## src/rtl/uart_byte_rx_if.sv

```systemverilog
// uart_byte_rx_if: serial line and received-byte outputs of the UART byte receiver
interface uart_byte_rx_if;
  logic       rx;
  logic [7:0] data;
  logic       valid;
  logic       frame_err;
  logic       busy;
  modport master (output rx, input data, valid, frame_err, busy);
  modport slave  (input rx, output data, valid, frame_err, busy);
endinterface

```

## src/rtl/uart_byte_rx.sv

```systemverilog
// uart_byte_rx: 8N1 UART receiver that strobes each correctly framed byte out for one cycle
module uart_byte_rx #(
  parameter int WAIT = 868
) (
  input  logic          clk,
  input  logic          reset,
  uart_byte_rx_if.slave bus
);
  localparam int             CW   = $clog2(WAIT);
  localparam logic [CW-1:0] HALF = CW'((WAIT - 1) / 2);
  localparam logic [CW-1:0] LAST = CW'(WAIT - 1);
  typedef enum logic [2:0] {IDLE, START, DATA, STOP, BRK} state_t;
  state_t        r_state;
  state_t        w_next;
  logic          r_sync1;
  logic          r_sync2;
  logic [CW-1:0] r_cnt;
  logic [2:0]    r_bit_idx;
  logic [7:0]    r_sh;
  logic [7:0]    r_data;
  logic          r_valid;
  logic          r_ferr;
  logic          w_rx_s;
  logic          w_half_tick;
  logic          w_bit_tick;
  logic          w_valid_d;
  logic          w_ferr_d;
  logic          w_busy;
  assign w_rx_s      = r_sync2;
  assign w_half_tick = (r_state == START) && (r_cnt == HALF);
  assign w_bit_tick  = ((r_state == DATA) || (r_state == STOP)) && (r_cnt == LAST);
  // two-flop synchronizer; idles high so reset never looks like a start bit
  always_ff @(posedge clk or negedge reset) begin
    if (!reset) begin
      r_sync1 <= 1'b1;
      r_sync2 <= 1'b1;
    end else begin
      r_sync1 <= bus.rx;
      r_sync2 <= r_sync1;
    end
  end
  // state register
  always_ff @(posedge clk or negedge reset) begin
    if (!reset) r_state <= IDLE;
    else        r_state <= w_next;
  end
  // bit timing counter, bit index and data shift register
  always_ff @(posedge clk or negedge reset) begin
    if (!reset) begin
      r_cnt     <= '0;
      r_bit_idx <= '0;
      r_sh      <= '0;
    end else begin
      r_cnt <= ((r_state == IDLE) || (r_state == BRK) || w_half_tick || w_bit_tick) ? '0 : r_cnt + 1'b1;
      if (w_half_tick) r_bit_idx <= '0;
      else if (w_bit_tick && (r_state == DATA)) r_bit_idx <= r_bit_idx + 3'd1;
      if (w_bit_tick && (r_state == DATA)) r_sh <= {w_rx_s, r_sh[7:1]};
    end
  end
  // next-state: start is re-checked at mid-bit, stop bit decides valid vs break
  always_comb begin
    w_next = r_state;
    case (r_state)
      IDLE:    w_next = w_rx_s ? IDLE : START;
      START:   w_next = w_half_tick ? (w_rx_s ? IDLE : DATA) : START;
      DATA:    w_next = (w_bit_tick && (r_bit_idx == 3'd7)) ? STOP : DATA;
      STOP:    w_next = w_bit_tick ? (w_rx_s ? IDLE : BRK) : STOP;
      BRK:     w_next = w_rx_s ? IDLE : BRK;
      default: w_next = IDLE;
    endcase
  end
  // output decode: strobes are computed here and registered for one clean cycle
  always_comb begin
    w_valid_d = (r_state == STOP) && w_bit_tick && w_rx_s;
    w_ferr_d  = (r_state == STOP) && w_bit_tick && !w_rx_s;
    w_busy    = r_state != IDLE;
  end
  // registered byte and strobes
  always_ff @(posedge clk or negedge reset) begin
    if (!reset) begin
      r_data  <= '0;
      r_valid <= 1'b0;
      r_ferr  <= 1'b0;
    end else begin
      if (w_valid_d) r_data <= r_sh;
      r_valid <= w_valid_d;
      r_ferr  <= w_ferr_d;
    end
  end
  assign bus.data      = r_data;
  assign bus.valid     = r_valid;
  assign bus.frame_err = r_ferr;
  assign bus.busy      = w_busy;
endmodule

```

## src/flat_wrapper.sv

```systemverilog
// flat-port wrapper written by rule: the top's interface ports become plain ports
module uart_byte_rx_flat 
#(
  parameter int WAIT = 868
)
  (clk, reset, bus_rx, bus_data, bus_valid, bus_frame_err, bus_busy);
  uart_byte_rx_if bus_i ();
  input  logic clk;
  input  logic reset;
  input wire logic [$bits(bus_i.rx)-1:0] bus_rx;
  output wire logic [$bits(bus_i.data)-1:0] bus_data;
  output wire logic [$bits(bus_i.valid)-1:0] bus_valid;
  output wire logic [$bits(bus_i.frame_err)-1:0] bus_frame_err;
  output wire logic [$bits(bus_i.busy)-1:0] bus_busy;
  assign bus_i.rx = bus_rx;
  assign bus_data = bus_i.data;
  assign bus_valid = bus_i.valid;
  assign bus_frame_err = bus_i.frame_err;
  assign bus_busy = bus_i.busy;
  uart_byte_rx #(.WAIT(WAIT)) u_core (.clk(clk), .reset(reset), .bus(bus_i));
endmodule
```

## config.mk

```make
export PLATFORM = sky130hd
export DESIGN_NAME = uart_byte_rx_flat
export DESIGN_NICKNAME = d
export VERILOG_FILES = /design/src/rtl/uart_byte_rx_if.sv /design/src/rtl/uart_byte_rx.sv /design/src/flat_wrapper.sv
export SDC_FILE = /design/constraint.sdc
export NUM_CORES = 1
export LEC_CHECK = 0
export ABC_AREA = 1
export CAP_MARGIN = 25
export CORE_ASPECT_RATIO = 1.4
export CORE_MARGIN = 4
export CORE_UTILIZATION = 50
export DETAILED_ROUTE_END_ITERATION = 12
export PLACE_DENSITY = 0.8
export REMOVE_ABC_BUFFERS = 1
export SYNTH_ARGS = -nofsm -noshare
export SYNTH_HDL_FRONTEND = slang
export SYNTH_SLANG_ARGS = --single-unit
```

## constraint.sdc

```tcl
create_clock -name clk -period 1.4 [get_ports clk]
set_input_delay 0.28 -clock clk [delete_from_list [all_inputs] [get_ports clk]]
set_output_delay 0.28 -clock clk [all_outputs]
set_load 0.05 [all_outputs]
```

# [Yosys cells after proc, flatten, opt, wreduce, memory -nomap -nowiden]
# Index checks and enable logic that the tools add are counted.
[classes] addsub=2 n_eq_ne=7 muxes=10 n_reduce_logical=15
[ops] operator="$mux 3" count=5
[ops] operator="$pmux 3 s5" count=1
[ops] operator="$add 10x1->10 const B" count=1
[ops] operator="$eq 10x10->1 const B" count=1
[ops] operator="$eq 10x9->1 const B" count=1
[ops] operator="$mux 10" count=1
[ops] operator="$logic_and 1x1->1" count=7
[ops] operator="$eq 3x2->1 const B" count=2
[ops] operator="$eq 3x3->1 const B" count=2
[ops] operator="$logic_or 1x1->1" count=4
[ops] operator="$add 3x1->3 const B" count=1
[ops] operator="$eq 3x1->1 const B" count=1
[ops] operator="$logic_not 3->1" count=1
[ops] operator="$reduce_bool 3->1" count=1
[ops] operator="$mux 1" count=2
[ops] operator="$mux 2" count=1
[ops] operator="$reduce_bool 2->1" count=1
[ops] operator="$logic_not 1->1" count=1
[word_totals] ff_bits=36 in_bits=3 out_inout_bits=11 word_cells=43

# [Longest topological paths before layout]
# Gate-level depths: netlist of the first run.
[logic_depth] word_depth=6 ltp_mapped=9 ltp_nobuf=8

# [Worst setup path before layout of the first run]
# No wires, ideal clock.
[synth_timing] path_type="reg2reg" from="reg u_core.r_cnt[0]" to="reg u_core.r_bit_idx[1]" setup_ns=0.119 arrival_ns=1.201 required_ns=1.281 slack_ns=0.081 stages_incl_launch_ff=9 n_path_buf=1 period_less_slack_ns=1.319 path_cell_list="dfrtp_1 -> ha_1 -> nand2_1 -> inv_1 -> nand3_2 -> inv_2 -> buf_6 -> nand2_1 -> nand2_1"
[synth_between] elab_chain_len=4 elab_cells_between_ends=7 cone_classes="eq/ne: 2; mux: 1; reduce/logical: 4"
[synth_rtl] element="start, declared" line_no="uart_byte_rx.sv:17" rtl="logic [CW-1:0] r_cnt;"
[synth_rtl] element="start signal, assigned" line_no="uart_byte_rx.sv:54" rtl="r_cnt <= ((r_state == IDLE) || (r_state == BRK) || w_half_tick || w_bit_tick) ? '0 : r_cnt + 1'b1;"
[synth_rtl] element="$eq 10x10->1" line_no="uart_byte_rx.sv:31" rtl="assign w_bit_tick = ((r_state == DATA) || (r_state == STOP)) && (r_cnt == LAST);"
[synth_rtl] element="$logic_and 1x1->1" line_no="uart_byte_rx.sv:31"
[synth_rtl] element="$logic_and 1x1->1" line_no="uart_byte_rx.sv:56" rtl="else if (w_bit_tick && (r_state == DATA)) r_bit_idx <= r_bit_idx + 3'd1;"
[synth_rtl] element="$reduce_bool 2->1 (no line)"
[synth_rtl] element="end signal, assigned" line_no="uart_byte_rx.sv:56"
[synth_rtl] element="end, declared" line_no="uart_byte_rx.sv:18" rtl="logic [2:0] r_bit_idx;"
# Several ways; a longest one is shown, not always the timed one.
# A chain may end at the register's enable or synchronous reset.

# [Worst setup path after layout of the first run]
[layout_timing] from="reg u_core.r_state[2]" to="reg u_core.r_data[1] (netlist: u_core.bus.data[1])"
[layout_between] elab_chain_len=5 elab_cells_between_ends=6 cone_classes="eq/ne: 2; reduce/logical: 4"
[layout_rtl] element="start, declared" line_no="uart_byte_rx.sv:13" rtl="state_t r_state;"
[layout_rtl] element="start signal, assigned" line_no="uart_byte_rx.sv:45" rtl="else r_state <= w_next;"
[layout_rtl] element="$eq 3x2->1 (on tied branches)" line_no="uart_byte_rx.sv:31, uart_byte_rx.sv:74"
[layout_rtl] element="$logic_or 1x1->1" line_no="uart_byte_rx.sv:31"
[layout_rtl] element="$logic_and 1x1->1" line_no="uart_byte_rx.sv:31"
[layout_rtl] element="$logic_and 1x1->1 * (2 in series)" line_no="uart_byte_rx.sv:74" rtl="w_valid_d = (r_state == STOP) && w_bit_tick && w_rx_s;"
[layout_rtl] element="end signal, assigned" line_no="uart_byte_rx.sv:85" rtl="if (w_valid_d) r_data <= r_sh;"
[layout_rtl] element="end, declared" line_no="uart_byte_rx.sv:20" rtl="logic [7:0] r_data;"
# Every way passes the cells marked *; elsewhere a longest branch is shown, timed or not.

==> results of run 1 <==
-- kinds of logic (layout without fill, tap and decap cells) --
logic type               count (synthesis)  in the layout  synth area share
flip-flops                              36             36             0.532
XOR/XNOR                                 4              4            0.0206
buffers and inverters                   23             71            0.0611
adder cells (fa/ha/maj)                  4              4            0.0295
AND/OR/NAND/NOR                        126            127             0.338
AO/OA/AOI/OAI                            6              6            0.0191
-- placed cells by master, fill, tap and decap left out, types with 3 or more instances in the layout --
| master | synthesis | routed |
|---|---|---|
| inv_2 | 3 | 5 |
| inv_1 | 15 | 11 |
| nand4_1 | 12 | 12 |
| nand2_1 | 71 | 54 |
| buf_12 | 0 | 13 |
| nand3_1 | 11 | 9 |
| nand2_4 | 1 | 3 |
| nand3_4 | 0 | 3 |
| a21oi_1 | 3 | 3 |
| nor2_1 | 21 | 16 |
| clkbuf_8 | 0 | 5 |
| xor2_1 | 3 | 3 |
| nor2_4 | 3 | 8 |
| buf_4 | 0 | 24 |
| buf_6 | 2 | 5 |
| nand2_2 | 1 | 16 |
| dfrtp_1 | 34 | 32 |
-- worst register-to-register path, cell delays in order (launching register included) --
cell	delay, ns
dfrtp_2	0.44
buf_6	0.14
inv_6	0.07
nand2_4	0.06
nor2_4	0.16
nand2_2	0.10
nor2_4	0.14
buf_12	0.13
nand4_1	0.12
nand2_1	0.12
-- what timing repair did --
action                                  CTS  global route
endpoints found under the setup margin   13            35
buffers inserted                          4             6
pin swaps                                 6            18
gates resized for setup                  10            43
gates cloned                              0             1
hold endpoints to repair                  0             0
-- registers in the layout (all words and copies together) (netlist names) --
register              count
u_core.r_cnt             10
u_core.bus.data           8
u_core.r_sh               8
u_core.r_bit_idx          3
u_core.r_state            3
u_core.bus.frame_err      1
u_core.bus.valid          1
u_core.r_sync1            1
u_core.r_sync2            1
-- power by group --
part | total, mW | switching [mW] | internal, mW
Sequential | 1.05 | 0.00555 | 1.05
Combinational | 0.0386 | 0.0254 | 0.0132
Clock | 0.891 | 0.363 | 0.528
-- per-stage QoR --
step | setup TNS [ns] | total power [mW] | util
final | -1.93 | 1.98 | 0.790
after global routing | -4.27 | 2.05 | 0.790
after CTS | -0.117 | 1.99 | 0.725
after detailed placement | -0.0464 | 1.11 | 0.672
after global placement | 0 | 1.11 | 0.672
after floorplan | -0.00228 | 1.07 | -
-- final timing paths --
kind | cells after the start | endpoint | start
setup / recovery | 9 | u_core.bus.data[1]$_DFFE_PN0P_ | u_core.r_state[2]$_DFF_PN0_
hold / removal | 2 | u_core.r_cnt[4]$_DFF_PN0_ | reset
setup reg to reg | 9 | u_core.bus.data[1]$_DFFE_PN0P_ | u_core.r_state[2]$_DFF_PN0_
hold reg to reg | 0 | u_core.r_sync2$_DFF_PN1_ | u_core.r_sync1$_DFF_PN1_
max in group asynchronous | 2 | u_core.r_sync1$_DFF_PN1_ | reset
min in group clk | 0 | u_core.r_sync2$_DFF_PN1_ | u_core.r_sync1$_DFF_PN1_
-- layout make-up --
class / count / area, sq um / area share
multi-input combinational: 141 / 856 / 0.340
clock buffer: 6 / 72.6 / 0.0289
clock inverter: 2 / 35.0 / 0.0139
timing repair buffer: 44 / 517 / 0.205
inverter: 19 / 80.1 / 0.0318
sequential: 36 / 906 / 0.360
tap: 39 / 48.8 / 0.0194
-- per-layer routing --
layer / GRT usage / share of wire
met5: 0 / 0
met1: 0.225 / 0.36
met3: 0.0487 / 0.052
met2: 0.364 / 0.52
met4: 0.153 / 0.066
==> results_dict.tcl, run 1 <==
set metrics [dict create \
    outcome "finished, violations left" \
    violations "setup timing" \
    grt_overflow 0 \
    hold_buffers 0 \
    skew_ns 0.00740 \
    grt_pass1_vias 1511 \
    insertion_delay_ns 0.29 \
    grt_start_max_net_pins 37 \
    clk_pin_slew_ns 0.07 \
    drc 0 \
    p_leak_nw 1.24 \
    cp_top_family "simple AND/OR/NAND/NOR gates" \
    r2r_setup_slack_ns -0.13 \
    place_congestion 0.879 \
    wl_per_cell_microns 18.0 \
    crit_chain "buf_6, inv_6, nand2_4, nor2_4, nand2_2, nor2_4, buf_12, nand4_1, nand2_1" \
    crit_buf_inv 3 \
    ys_top_cells_by_count "71 x nand2_1, 34 x dfrtp_1, 21 x nor2_1, 15 x inv_1, 12 x nand4_1" \
    syn_inst 199 \
    slew_viol_final 0 \
    dpl.cell_count 268 \
    synth_ff_type "dfrtp_1" \
    power_density_nw_per_um2 788 \
    crit_path_top_delay_cell "dfrtp_2" \
    antenna_found_initial 0 \
    hold_viol_final 0 \
    yosysTopAreaCellShare 0.501 \
    synth_edf_count 0 \
    syn_to_final_growth_pct 48.0 \
    dp_slack_ns -0.0248 \
    max_freq_mhz 654 \
    period_share 1.09 \
    start_util 0.534 \
    whs_ns 0.353 \
    crit_type "flip-flop to flip-flop" \
    io_buffers 13 \
    max_cap_violations 0 \
    syn-cell-area_sq_um 1700 \
    crit_path_end_kind "flip-flop" \
    finish.instance_area_sq_um 2510 \
    yosysTopAreaCell "dfrtp_1" \
    cts_buffers 5 \
    synth_top_cells_by_area "dfrtp_1 50%, nand2_1 16%, nor2_1 4.6%" \
    drt_iter0_drc 123 \
    ys_ff_latch 36 \
    required_ns 1.63 \
    dieArea_sq_um 4410 \
    core-area_sq_um 3180 \
    grtUsageTotal 0.214 \
    n_antenna_cell 0 \
    std_cell_rows 24 \
    worstPathArrival_ns 1.76 \
    die_w_microns 57.3 \
    vias 1644 \
    yosysMostFrequentCell "nand2_1" \
    ys_warn_count 0 \
    nets 254 \
    clock-sinks 36 \
    async_flop_share 1.00 \
    grt_pass1_wl_microns 7090 \
    max_stage_delay_ns 0.44 \
    ant_nets 0 \
    htree_levels 2 \
    routed_wl_microns 5160 \
    cp_max_fo 8 \
    vias_per_cell 5.73 \
    fillers 168 \
    ys_seq_area_frac 0.532 \
    cts_max_path_buffers 2 \
    critPathLaunchType "flip-flop" \
    cts_tree "yes" \
    tightest_slew_ns 0.230 \
    placed_cell_area_sq_um 2140 \
    crit_top_cell "nor2_4" \
    firstDrtPassIters 4 \
    fin_crit_ns 1.53 \
    rsz0062_at_grt "yes" \
    fin_ws_ns -0.129 \
    dp_hpwl_microns 2640 \
    synth_cell_types 24 \
    die_h_microns 77.0 \
    pin_count 14 \
    slew_headroom 0.846 \
    min_path_type "primary input to asynchronous set/reset pin" \
    cts_root_buf "clkbuf_8" \
    vdd_drop_max_v 0.000798 \
    synth.avg_cell_area_sq_um 8.54 \
    drive_above_1_share 0.391 \
    stdcell_count 287 \
    setup_violations 33 \
]
(Power assumes the default switching activity.)
==> inputs of run 2 (changes only) <==
Settings changed: GPL_TIMING_DRIVEN set to 1, PLACE_DENSITY 0.8 to 0.7.
==> run 2 against run 1 <==
  * Critical endpoint is now u_core.r_sh[7]$_DFFE_PN0P_
  * Register-to-register slack improved by 0.10 ns
  * Worst hold slack got worse by 0.0028 ns
  * Maximum frequency rose by 7.1%
  * Critical path type unchanged
  * Final cell count fell by 2.4%
  * Sequential cell count did not move
  * Global-route usage fell by 2.6 points
  * Sequential share of layout area rose by 1.2 points
  * The flow still finishes with violations (setup timing)
==> results_dict.tcl, run 2 (synthesis gave the netlist of run 1 again) <==
set metrics [dict create \
    crit_type "flip-flop to flip-flop" \
    rr_worst_depth 8 \
    drive_above_1_share 0.378 \
    worstSetupStartpoint "u_core.r_state[1]$_DFF_PN0_" \
    pin_count 14 \
    vias_per_cell 5.49 \
    cts_tree "yes" \
    violations "setup timing" \
    crit_path_top_delay_cell "dfrtp_1" \
    syn_to_final_growth_pct 43.2 \
    power_density_nw_per_um2 819 \
    cts_max_path_buffers 2 \
    nets 247 \
    largest_register "u_core.r_cnt" \
    vdd_drop_max_v 0.00114 \
    grt_pass1_vias 1485 \
    fillers 206 \
    crit_chain "inv_2, nor2_4, nand2_2, nor2_4, nand3_4, buf_8, nand2_2, nand2_2" \
    crit_path_end_kind "flip-flop" \
    max_freq_mhz 700 \
    grt_pass1_wl_microns 6470 \
    firstDrtPassIters 4 \
    slew_headroom 0.838 \
    worstPathArrival_ns 1.61 \
    critPathLaunchType "flip-flop" \
    period_share 1.02 \
    clk_pin_slew_ns 0.07 \
    grt_overflow 0 \
    insertion_delay_ns 0.29 \
    cts_buffers 5 \
    ant_nets 0 \
    start_util 0.534 \
    dp_hpwl_microns 2620 \
    crit_top_cell "nand2_2" \
    std_cell_rows 24 \
    slew_viol_final 0 \
    max_stage_delay_ns 0.39 \
    die_h_microns 77.0 \
    min_path_type "primary input to asynchronous set/reset pin" \
    skew_ns 0.00740 \
    core-area_sq_um 3180 \
    required_ns 1.58 \
    drt_iter0_drc 62 \
    vias 1536 \
    wl_per_cell_microns 15.4 \
    layout_common_cells "56 x nand2_1, 32 x dfrtp_1, 18 x buf_4" \
    max_cap_violations 0 \
    cp_max_fo 8 \
    place_congestion 0.825 \
    r2r_start "u_core.r_state[1]$_DFF_PN0_" \
    tightest_slew_ns 0.242 \
    io_buffers 13 \
    final_util 0.765 \
    fin_setup_tns_ns -0.257 \
    routed_wl_microns 4300 \
    hold_viol_final 0 \
    cts_root_buf "clkbuf_8" \
    drc 0 \
    n_antenna_cell 0 \
    die_w_microns 57.3 \
    htree_levels 2 \
    final_common_cell "nand2_1" \
    clock-sinks 36 \
    dieArea_sq_um 4410 \
    fin_crit_ns 1.43 \
    setup_violations 20 \
    rsz0062_at_grt "yes" \
    antenna_found_initial 0 \
    largest_reg_flops 10 \
    outcome "finished, violations left" \
    fin_ws_ns -0.0285 \
    grt_start_max_net_pins 37 \
    grtUsageTotal 0.188 \
    p_leak_nw 1.20 \
]
## run 2: cell types whose count changed in the layout (fill, tap and decap cells not counted), moves of 2 or more
cell,previous run,this run
nor2_2,0,7
nand2_4,3,1
inv_1,11,13
nor2_1,16,12
buf_4,24,18
nand2_1,54,56
nor2_4,8,5
## run 2: worst max-delay path: cells and delay by family (launching register included)
kind | cells | cell delay, ns
buf+inv | 2 | 0.26
simple gates | 6 | 0.67
flops | 1 | 0.39
## run 2: power breakdown
group | leakage (nW) | internal (mW) | switching, mW
combinational | 0.670 | 0.0132 | 0.0273
sequential | 0.479 | 1.04 | 0.00282
clock | 0.0541 | 0.526 | 0.379
total | 1.20 | 1.58 | 0.409
## run 2: path summary, 6_finish.rpt
check                      slack [ns]                         end
max in group asynchronous        0.80    u_core.r_sync1$_DFF_PN1_
hold / removal                   0.35   u_core.r_cnt[0]$_DFF_PN0_
setup reg to reg                -0.03  u_core.r_sh[7]$_DFFE_PN0P_
min in group clk                 0.36    u_core.r_sync2$_DFF_PN1_
hold reg to reg                  0.36    u_core.r_sync2$_DFF_PN1_
setup / recovery                -0.03  u_core.r_sh[7]$_DFFE_PN0P_
## run 2: final cells by class
cell class	count	area [sq um]	share of cell area
sequential	36	906	0.372
tap	39	48.8	0.0201
clock inverter	3	42.5	0.0175
clock buffer	5	68.8	0.0283
inverter	19	75.1	0.0308
timing repair buffer	37	455	0.187
multi-input combinational	141	837	0.344
## run 2: metrics by stage
stage               cell area [sq um]  hold WS [ns]  worst slack, ns  std cells  total power, mW
floorplan                        1670       -0.0156         -0.00228        195             1.07
global placement                 2070         0.350          0.00471        260             1.11
detailed placement               2070         0.351          -0.0606        260             1.11
CTS                              2240         0.361          -0.0306        272             2.00
global route                     2430         0.362           -0.105        280             2.07
finish                           2430         0.350          -0.0285        280             1.99
## run 2: what timing repair did
| action | 4_1_cts | 5_1_grt |
|---|---|---|
| pin swaps | 2 | 16 |
| hold buffers | 0 | 0 |
| cloned | 1 | 0 |
| hold endpoints to repair | 0 | 0 |
| endpoints found under the setup margin | 28 | 33 |
| resized for setup | 8 | 40 |
| setup buffers | 3 | 8 |
## run 2: metal layers
metal  track usage  vias to the layer above  routed length (microns)
li1              -                      716                        -
met1         0.216                      735                     1630
met2         0.310                       60                     2250
met3        0.0521                       25                      203
met4         0.102                        0                      219
met5             0                        -                        0
